### src/rtl/mmio_pkg.sv
// Register map and defaults shared by the MMIO LED controller and its blink timer.
package mmio_pkg;

  localparam logic [31:0] DEFAULT_BASE_ADDR = 32'h8000_0000;

  localparam logic [4:0] OFF_OUT        = 5'h00;
  localparam logic [4:0] OFF_SET        = 5'h04;
  localparam logic [4:0] OFF_CLR        = 5'h08;
  localparam logic [4:0] OFF_TOG        = 5'h0C;
  localparam logic [4:0] OFF_BLINK_MASK = 5'h10;
  localparam logic [4:0] OFF_PERIOD     = 5'h14;
  localparam logic [4:0] OFF_COUNT      = 5'h18;

  typedef enum logic [2:0] {
    REG_OUT        = OFF_OUT[4:2],
    REG_SET        = OFF_SET[4:2],
    REG_CLR        = OFF_CLR[4:2],
    REG_TOG        = OFF_TOG[4:2],
    REG_BLINK_MASK = OFF_BLINK_MASK[4:2],
    REG_PERIOD     = OFF_PERIOD[4:2],
    REG_COUNT      = OFF_COUNT[4:2],
    REG_RSVD       = 3'd7
  } reg_sel_t;

  function automatic reg_sel_t reg_sel(input logic [31:0] byte_addr);
    return reg_sel_t'(byte_addr[4:2]);
  endfunction

endpackage

### src/rtl/mmio_led_ctrl_blink_timer.sv
// Free-running blink counter: counts 0..period and pulses tick on the wrap cycle.
// period==0 parks the counter at 0; clear (a PERIOD store) restarts it and swallows that cycle's tick.
module blink_timer #(
  parameter int CNT_W = 24
) (
  input  logic             sys_clk,
  input  logic             reset,
  input  logic [CNT_W-1:0] period,
  input  logic             clear,
  output logic [CNT_W-1:0] count,
  output logic             tick
);

  logic [CNT_W-1:0] count_q;
  logic             at_end;

  assign at_end = (period != '0) && (count_q == period);
  assign tick   = at_end && !clear && !reset;
  assign count  = count_q;

  always_ff @(posedge sys_clk) begin
    if (reset || clear) begin
      count_q <= '0;
    end else if (period == '0 || at_end) begin
      count_q <= '0;
    end else begin
      count_q <= count_q + CNT_W'(1);
    end
  end

endmodule

### src/rtl/mmio_led_ctrl.sv
// Memory-mapped LED controller: OUT/SET/CLR/TOG access plus periodic hardware blink.
// Decode and read data are combinational; all register updates land on the store edge.
module mmio_led_ctrl
  import mmio_pkg::*;
#(
  parameter logic [31:0] BASE_ADDR = DEFAULT_BASE_ADDR,
  parameter int          NUM_LEDS  = 1,
  parameter int          CNT_W     = 24
) (
  input  logic                sys_clk,
  input  logic                reset,
  input  logic                mem_write,
  input  logic [31:0]         addr,
  input  logic [31:0]         wdata,
  output logic                hit,
  output logic [31:0]         rdata,
  output logic [NUM_LEDS-1:0] led
);

  logic [NUM_LEDS-1:0] out_q;
  logic [NUM_LEDS-1:0] out_next;
  logic [NUM_LEDS-1:0] mask_q;
  logic [NUM_LEDS-1:0] wr_bits;
  logic [CNT_W-1:0]    period_q;
  logic [CNT_W-1:0]    count;
  logic                tick;
  logic                wr;
  logic                period_wr;
  reg_sel_t            sel;
  logic                unused;

  assign hit       = (addr[31:5] == BASE_ADDR[31:5]);
  assign wr        = mem_write && hit;
  assign sel       = reg_sel(addr);
  assign wr_bits   = wdata[NUM_LEDS-1:0];
  assign period_wr = wr && (sel == REG_PERIOD);
  assign led       = out_q;
  assign unused    = ^{addr[1:0], wdata};

  blink_timer #(
    .CNT_W (CNT_W)
  ) u_blink_timer (
    .sys_clk (sys_clk),
    .reset   (reset),
    .period  (period_q),
    .clear   (period_wr),
    .count   (count),
    .tick    (tick)
  );

  // Tick XOR stacks on SET/CLR/TOG results, but a direct OUT store wins outright.
  always_comb begin
    out_next = out_q;
    if (wr) begin
      case (sel)
        REG_SET: out_next = out_q | wr_bits;
        REG_CLR: out_next = out_q & ~wr_bits;
        REG_TOG: out_next = out_q ^ wr_bits;
        default: out_next = out_q;
      endcase
    end
    if (tick) begin
      out_next = out_next ^ mask_q;
    end
    if (wr && sel == REG_OUT) begin
      out_next = wr_bits;
    end
  end

  always_ff @(posedge sys_clk) begin
    if (reset) begin
      out_q    <= '0;
      mask_q   <= '0;
      period_q <= '0;
    end else begin
      out_q <= out_next;
      if (wr && sel == REG_BLINK_MASK) begin
        mask_q <= wr_bits;
      end
      if (period_wr) begin
        period_q <= wdata[CNT_W-1:0];
      end
    end
  end

  always_comb begin
    rdata = '0;
    if (hit) begin
      case (sel)
        REG_OUT:        rdata = 32'(out_q);
        REG_BLINK_MASK: rdata = 32'(mask_q);
        REG_PERIOD:     rdata = 32'(period_q);
        REG_COUNT:      rdata = 32'(count);
        default:        rdata = '0;
      endcase
    end
  end

endmodule

### config.mk
export PLATFORM = sky130hd
export DESIGN_NAME = mmio_led_ctrl
export DESIGN_NICKNAME = d
export VERILOG_FILES = /design/src/rtl/mmio_pkg.sv /design/src/rtl/mmio_led_ctrl_blink_timer.sv /design/src/rtl/mmio_led_ctrl.sv
export SDC_FILE = /design/constraint.sdc
export NUM_CORES = 1
export LEC_CHECK = 0
export BUFFER_PORTS_ARGS = -buffer_cell sky130_fd_sc_hd__buf_2
export CORE_UTILIZATION = 23
export DETAILED_ROUTE_END_ITERATION = 8
export GPL_TIMING_DRIVEN = 0
export SETUP_SLACK_MARGIN = 0.5
export SKIP_CTS_REPAIR_TIMING = 1
export SLEW_MARGIN = 40
export SYNTH_ARGS = -nofsm -noshare
export SYNTH_HDL_FRONTEND = slang
export SYNTH_SLANG_ARGS = --single-unit
### constraint.sdc
create_clock -name sys_clk -period 1.7 [get_ports sys_clk]
set_input_delay 0.255 -clock sys_clk [delete_from_list [all_inputs] [get_ports sys_clk]]
set_output_delay 0.255 -clock sys_clk [all_outputs]
set_load 0.03 [all_outputs]
==> results of run 1 <==
[flip-flops by register name, summed over array words and instances, names as in the netlist]
register,flops
period_q,24
led,1
mask_q,1
u_blink_timer.count,24
[worst max-delay path: stages]
cell and delay, ps:
buf_2 120, nor4_4 320, nand4_4 150, nor3_4 290, nand3_4 210, buf_4 200, nor2_2 80, buf_2 200
[synthesized netlist by cell type (4+ instances only)]
cell	n	area (µm²)
a21oi_1	6	30.03
a21oi_2	20	175.2
a22oi_1	24	180.2
and3_1	6	37.54
and4_1	4	35.03
buf_2	9	45.04
buf_4	8	60.06
clkbuf_1	10	37.54
dfxtp_1	50	1001
inv_1	5	18.77
nand2_1	43	161.4
nand2_2	20	125.1
nand3_1	9	45.04
nand4_1	10	62.56
nor2_1	58	217.7
nor3_1	4	20.02
nor4_1	10	62.56
nor4_2	4	50.05
xnor2_1	27	236.5
xor2_1	20	175.2
[cell type report]
class | count | area share [%]
Clock inverter | 2 | 0.3051
Multi-Input combinational cell | 296 | 50.21
Clock buffer | 6 | 2.857
Inverter | 5 | 0.4161
Buffer | 31 | 5.354
Tap cell | 172 | 4.771
Sequential cell | 50 | 22.25
Timing Repair Buffer | 87 | 13.84
[cell families (layout without fill, tap and decap cells)]
group	Yosys count	after routing	share of synthesized area, %
mux	4	4	1.345
simple gates	183	183	31.23
flops	50	50	32.61
compound gates	51	51	12.96
buf+inv	36	131	7.093
fa+ha+maj	3	3	1.223
other cells	1	8	0.1222
xor+xnor	47	47	13.41
[through the flow]
step / util [%] / instance area, µm²
after floorplan: - / 3487
after global placement: 31.99 / 4103
after detailed placement: 31.99 / 4103
after CTS: 33.10 / 4245
after global routing: 35.17 / 4511
final: 35.17 / 4511
[per-layer routing]
layer / track usage, % / share of wire [%] / up-vias
li1: - / - / 1472
met4: 4.647 / 2.9 / 0
met2: 22.78 / 50 / 69
met3: 1.793 / 2.8 / 18
met1: 15.96 / 44 / 1401
met5: 0 / 0 / -
[how the worst max path moves through the flow]
stage	end	slack [ps]	cells after the start	from
6_report	rdata[1]	-380	8	addr[18]
2_1_floorplan	rdata[10]	-260	6	addr[18]
4_1_cts	rdata[9]	-410	8	addr[9]
3_5_place_dp	rdata[9]	-410	8	addr[9]
5_1_grt	rdata[1]	-480	8	addr[18]
3_3_place_gp	rdata[9]	-400	8	addr[18]
[power groups by stage]
stage          Combinational (mW)  Sequential, mW  Clock [mW]
2_1_floorplan              0.0893            1.20           0
3_3_place_gp                0.190            1.20           0
3_5_place_dp                0.195            1.20           0
4_1_cts                     0.195            1.17       0.990
5_1_grt                     0.221            1.17        1.04
6_report                    0.203            1.17       0.983
==> results.cfg, run 1 <==
[status]
status = finished with violations
violations = setup timing

[min_path]
hold_class = input pin to flip-flop
hold_path_depth = 3
min_from = wdata[12]
min_to = period_q[12]

[logic_synthesis]
ys_seq_elements = 50
yosysSeqAreaShare_pct = 32.61
syn_area_mm2 = 0.003069
synth_cell_type_count = 38
yosysWarnings = 0
synth_edf_count = 0
syn-instance-count = 375
ys.flop_type = dfxtp_1
synthArstFlopShare_pct = 0
syn_avg_cell_area_um2 = 8.185

[sta]
max_slew_margin_pct = 55.03
fin_crit_sh_pct = 122.3
setup_ws_ps = -378.4
hold_ws_ps = 212.0
tightestPinTransition_ps = 674.5
tns_ps = -15610
rsz0062_at_grt = true
setup_viol_count_final = 65
finalClockSkew_ps = 9.005
fin_crit_ps = 2078
slew_violations = 0
final-hold-violation-count = 0
fmaxAchievable_mhz = 481.1

[die]
core_mm2 = 0.01282
dieArea_mm2 = 0.01381
die_h_um = 117.5
rows = 41
io_pins = 101
start_util_pct = 23.93
dieWidth_um = 117.5

[detailed_routing]
wl_per_cell_um = 14.02
ant_nets = 0
num_vias = 2960
drt-initial-drc-count = 195
remaining_drc_errors = 0
drt_first_pass_iters = 4
routed_via_density = 4.561
routed_wl_um = 9099

[power]
p_sw_mw = 0.5557
clkPwrFrac_pct = 41.7
switching_share_pct = 23.57
internal_power_mw = 1.802
p_comb_share_pct = 8.6
power_mw = 2.357
p_per_area_mw_per_mm2 = 522.6
power_leakage_nw = 1.758
ir_worst_vdd_v = 0.0003134
p_seq_share_pct = 49.7

[setup_path]
cp_max_fo = 6
critical_path_class = input pin to output port
r2r_slack_ps = -210
critPathLaunchType = input pin
reg2reg_depth = 7
critPathCaptureType = output port
rr_startpoint = period_q[16]
arrival_ps = 1820
required_ps = 1440
r2r_end = u_blink_timer.count[18]

[place]
hpwl_um = 7084
portBuffers = 80
dp.cells = 634
place_ws_ps = -411.5
place_congestion = 0.8613

[finish]
fill_cells = 1325
antenna_cells = 0
ff_latch_area_mm2 = 0.001003
final_cell_mix = buf_2, dfxtp_1, nand2_1, nor2_1, xnor2_1
layout_commonest_cell = buf_2
stdcell_count = 649
nets = 546
multi_input_area_mm2 = 0.002265
drive_gt1_share_pct = 44.23
area_delta_synth_final_pct = 46.96

[grt]
grt_pass1_vias = 2878
track_usage_pct = 12.93
grt_overflow = 0
antenna_found_initial = 0
grt_start_max_net_pins = 16
grt_pass1_wl_um = 14300

[clock_network]
cts_root_buf = clkbuf_16
cts_tree = built
numCtsBuffers = 5
worstSkewPairLatency_ps = 290
clk_path_buf_depth = 2
clkSlewWorstSetupHoldPaths_ps = 70
cts_sinks = 50
htree_levels = 2

[run]
cap_viol_max_count = 0
(Power assumes the default switching activity.)
==> inputs of run 2 (changes only) <==
Settings changed: SYNTH_HIERARCHICAL set to 1.
==> results.cfg, run 2 <==
[grt]
antenna_found_initial = 0
grt_pass1_vias = 3150
track_usage_pct = 14.20
grt_pass1_wl_um = 16560
grt_start_max_net_pins = 15
grt_overflow = 0

[place]
dp.cells = 647
place_congestion = 0.8066
portBuffers = 81
hpwl_um = 7882

[min_path]
min_to = period_q[22]
hold_class = input pin to flip-flop
hold_path_depth = 3
min_from = wdata[22]

[detailed_routing]
ant_nets = 0
drt-initial-drc-count = 186
num_vias = 3499
drt_first_pass_iters = 5
routed_via_density = 4.928
remaining_drc_errors = 0
wl_per_cell_um = 15.78
routed_wl_um = 11210

[status]
status = finished with violations
violations = setup timing

[power]
power_leakage_nw = 1.883
p_per_area_mw_per_mm2 = 421.5
ir_worst_vdd_v = 0.0003477
power_mw = 2.358

[logic_synthesis]
yosysWarnings = 6
syn_avg_cell_area_um2 = 8.696
synth_cell_type_count = 53
yosysSeqAreaShare_pct = 30.37
synthArstFlopShare_pct = 0
syn-instance-count = 379
synth_edf_count = 0
synth_common_cells = dfxtp_1, nand2_1, nor2_1
synth.most_common_cell = dfxtp_1
ys.flop_type = dfxtp_1
synth.top_cell.area_share_pct = 30.37
ys_seq_elements = 50
synth_area_leader_cell = dfxtp_1
synth_area_leaders = dfxtp_1, xnor2_1, a22oi_1, a21oi_2, nand2_1
syn_area_mm2 = 0.003296

[sta]
setup_ws_ps = -401.6
tns_ps = -11020
rsz0062_at_grt = true
slew_violations = 0
fmaxAchievable_mhz = 475.8
finalClockSkew_ps = 10.01
hold_ws_ps = 196.5
final-hold-violation-count = 0
fin_crit_sh_pct = 123.6
max_slew_margin_pct = 49.16
tightestPinTransition_ps = 762.5
setup_viol_count_final = 44
fin_crit_ps = 2102

[clock_network]
numCtsBuffers = 5
cts_root_buf = clkbuf_16
clk_path_buf_depth = 2
clkSlewWorstSetupHoldPaths_ps = 60
cts_sinks = 50
htree_levels = 2
cts_tree = built
worstSkewPairLatency_ps = 290

[finish]
area_delta_synth_final_pct = 69.70
final_cell_mix = buf_6, buf_2, buf_4, nand2_1
stdcell_count = 710
antenna_cells = 0
layout_commonest_cell = buf_6
fill_cells = 1309
nets = 600
final_core_util_pct = 40.14
drive_gt1_share_pct = 65.28

[setup_path]
required_ps = 1440
critPathLaunchType = input pin
cp_max_fo = 8
critical_path_class = input pin to output port
crit_buf_inv = 3
critPathCaptureType = output port
cpMostUsedCell = buf_6
slowest_delay_ps = 340
path_delay_family = simple AND/OR/NAND/NOR gates
r2r_slack_ps = -310
r2r_end = led
slowest_stage = nor3b_4
reg2reg_depth = 8
crit_chain = buf_6, nor4_4, nand4_4, nor3b_4, o21ai_4, clkbuf_16, nor2_4, buf_6
arrival_ps = 1850
rr_startpoint = u_blink_timer/count[15]

[run]
cap_viol_max_count = 0

[die]
start_util_pct = 23.65
core_mm2 = 0.01393
dieWidth_um = 121.7
dieArea_mm2 = 0.01481
io_pins = 101
rows = 43
die_h_um = 121.7
==> run 2: cell types whose count changed in the layout (fill, tap and decap cells not counted), sizes merged, moves of 6 or more <==
cell	before	now
buf	106	158
o21ai	0	6
xor2	20	10
o31ai	0	7
or4	0	7
a221oi	0	10
nand4	11	19
nor2	58	33
a211oi	1	15
==> run 2: kinds of logic (layout without fill, tap and decap cells) <==
kind of cell,after synthesis,count (layout),synth area share (%)
AND/OR/NAND/NOR,155,155,27.49
other,1,8,0.1138
buffers and inverters,40,184,8.466
flip-flops,50,50,30.37
XOR/XNOR,37,37,9.833
adder cells (fa/ha/maj),3,3,1.139
AO/OA/AOI/OAI,89,89,21.30
multiplexers,4,4,1.291
==> run 2: final cells by class <==
class | instances | area, µm² | area share, %
Tap cell | 180 | 225.2 | 4.027
Clock buffer | 7 | 142.6 | 2.550
Buffer | 35 | 382.9 | 6.846
Inverter | 5 | 18.77 | 0.3356
Timing Repair Buffer | 137 | 1139 | 20.36
Multi-Input combinational cell | 296 | 2611 | 46.69
Sequential cell | 50 | 1074 | 19.19
==> run 2: metal layers <==
layer	global-route usage, %	wire length, µm
met4	3.781	152
met3	2.154	673
met2	22.48	5392
met5	0	0
met1	19.91	4988
==> run 2: worst min-delay path: stages <==
cell and delay (ps):
buf_2 100, nand2_2 50, a21oi_2 40
==> run 2: metrics by stage <==
| step | cell area, µm² | setup WS [ps] |
|---|---|---|
| after CTS | 4517 | -672.7 |
| after detailed placement | 4374 | -660.7 |
| after global routing | 5593 | -502.3 |
| after floorplan | 3744 | -361.7 |
| after global placement | 4374 | -660.5 |
| final | 5593 | -401.6 |
==> run 2: worst max path at each step <==
stage	start	endpoint	depth (start not counted)
6_report	addr[7]	rdata[11]	8
2_1_floorplan	addr[22]	rdata[10]	6
4_1_cts	u_blink_timer/count[9]	led	8
3_5_place_dp	addr[3]	rdata[13]	7
3_3_place_gp	addr[3]	rdata[13]	7
5_1_grt	addr[7]	rdata[11]	8
==> run 2: where the power goes <==
| part | total, mW | switching (mW) | internal, mW |
|---|---|---|---|
| Clock | 1.01 | 0.427 | 0.579 |
| Combinational | 0.202 | 0.114 | 0.0879 |
| Sequential | 1.15 | 0.000000000701 | 1.15 |
==> inputs of run 3 (changes only) <==
Settings changed: REMOVE_ABC_BUFFERS set to 1, SYNTH_HIERARCHICAL 1 to not set.
==> results.cfg, run 3 (synthesis gave the netlist of run 1 again) <==
[power]
p_sw_mw = 0.5640
power_leakage_nw = 1.639
switching_share_pct = 23.98
ir_worst_vdd_v = 0.0003205
p_per_area_mw_per_mm2 = 519.8
internal_power_mw = 1.788
p_seq_share_pct = 49.3
power_mw = 2.352
p_comb_share_pct = 8.2
clkPwrFrac_pct = 42.6

[grt]
grt_pass1_vias = 2836
grt_start_max_net_pins = 29
grt_pass1_wl_um = 13670
antenna_found_initial = 0
grt_overflow = 0
track_usage_pct = 12.15

[setup_path]
reg2reg_depth = 6
cpMostUsedCell = buf_6
critPathLaunchType = input pin
critical_path_class = input pin to output port
cp_max_fo = 6
crit_chain = buf_2, or3_4, nor3_4, buf_6, buf_6, nand3_4, nor2_2, buf_6
slowest_delay_ps = 410
critPathCaptureType = output port
arrival_ps = 1790
required_ps = 1440
slowest_stage = or3_4

[die]
io_pins = 101
dieWidth_um = 117.5
rows = 41
start_util_pct = 23.93
die_h_um = 117.5
dieArea_mm2 = 0.01381
core_mm2 = 0.01282

[clock_network]
worstSkewPairLatency_ps = 290
cts_tree = built
cts_sinks = 50
clk_path_buf_depth = 2
htree_levels = 2
numCtsBuffers = 5
clkSlewWorstSetupHoldPaths_ps = 70
cts_root_buf = clkbuf_16

[place]
hpwl_um = 6421
place_congestion = 0.8495
dp.cells = 605
place_ws_ps = -1045
portBuffers = 82

[detailed_routing]
wl_per_cell_um = 15.76
drt_first_pass_iters = 6
routed_via_density = 4.895
ant_nets = 0
routed_wl_um = 10030
num_vias = 3113
remaining_drc_errors = 0
drt-initial-drc-count = 259

[min_path]
hold_class = input pin to flip-flop
hold_path_depth = 3

[sta]
setup_ws_ps = -341.4
final-hold-violation-count = 0
fin_crit_ps = 2041
fin_crit_sh_pct = 120.1
setup_viol_count_final = 71
finalClockSkew_ps = 2.138
rsz0062_at_grt = true
fmaxAchievable_mhz = 489.9
slew_violations = 0
max_slew_margin_pct = 50.66
tightestPinTransition_ps = 740.1

[finish]
final_cell_mix = buf_2, nand2_1, nor2_1, dfxtp_2, buf_6
layout_commonest_cell = buf_2
antenna_cells = 0
stdcell_count = 636
nets = 533
drive_gt1_share_pct = 53.88
area_delta_synth_final_pct = 47.41

[run]
cap_viol_max_count = 0

[status]
violations = setup timing
status = finished with violations
==> run 3: cell types whose count changed in the layout (fill, tap and decap cells not counted), moves of 10 or more <==
cell and delta:
buf_6 -27, a221oi_2 -10, buf_4 -28, nor2_4 -14, nor2_1 +33, a211oi_2 -14, dfxtp_2 +12
==> run 3: final timing paths <==
path / from / endpoint / slack, ps
worst max-delay path: addr[25] / rdata[9] / -340
worst min register to register: period_q[13] / period_q[13] / 490
worst max register to register: period_q[19] / led / -180
worst min-delay path: wdata[5] / period_q[5] / 190
==> run 3: metal layers <==
layer | up-vias | global-route usage [%] | wire, µm
li1 | 1458 | - | -
met1 | 1492 | 14.48 | 3957
met2 | 126 | 21.78 | 5096
met3 | 37 | 1.890 | 503
met4 | 0 | 4.647 | 469
met5 | - | 0 | 0
==> run 3: cell type report <==
type	count	area, µm²
Clock buffer	6	128.9
Clock inverter	2	17.52
Tap cell	172	215.2
Fill cell	1277	8300
Timing Repair Buffer	99	734.5
Multi-Input combinational cell	302	2344
Sequential cell	50	1066
Inverter	5	18.77
==> run 3: power by group through the flow <==
stage                     combinational (mW)  sequential (mW)  clock, mW
after floorplan                       0.0520             1.20          0
after global placement                 0.150             1.20          0
after detailed placement               0.154             1.20          0
after CTS                              0.154             1.17       1.02
after global routing                   0.203             1.16       1.07
final                                  0.192             1.16       1.00
==> run 3: per-stage QoR <==
| stage | instance area [µm²] | util [%] | setup TNS [ps] | hold slack, ps |
|---|---|---|---|---|
| floorplan | 2897 | - | -38030 | 317.4 |
| global placement | 3522 | 27.46 | -69370 | 494.8 |
| detailed placement | 3525 | 27.48 | -54340 | 493.2 |
| CTS | 3671 | 28.62 | -41540 | 197.9 |
| global route | 4524 | 35.28 | -16120 | 185.6 |
| finish | 4524 | 35.28 | -10910 | 193.4 |
==> run 3: worst max-delay path: cells and delay by family <==
kind	cells	cell delay (ps)
buf+inv	4	550
simple gates	4	970
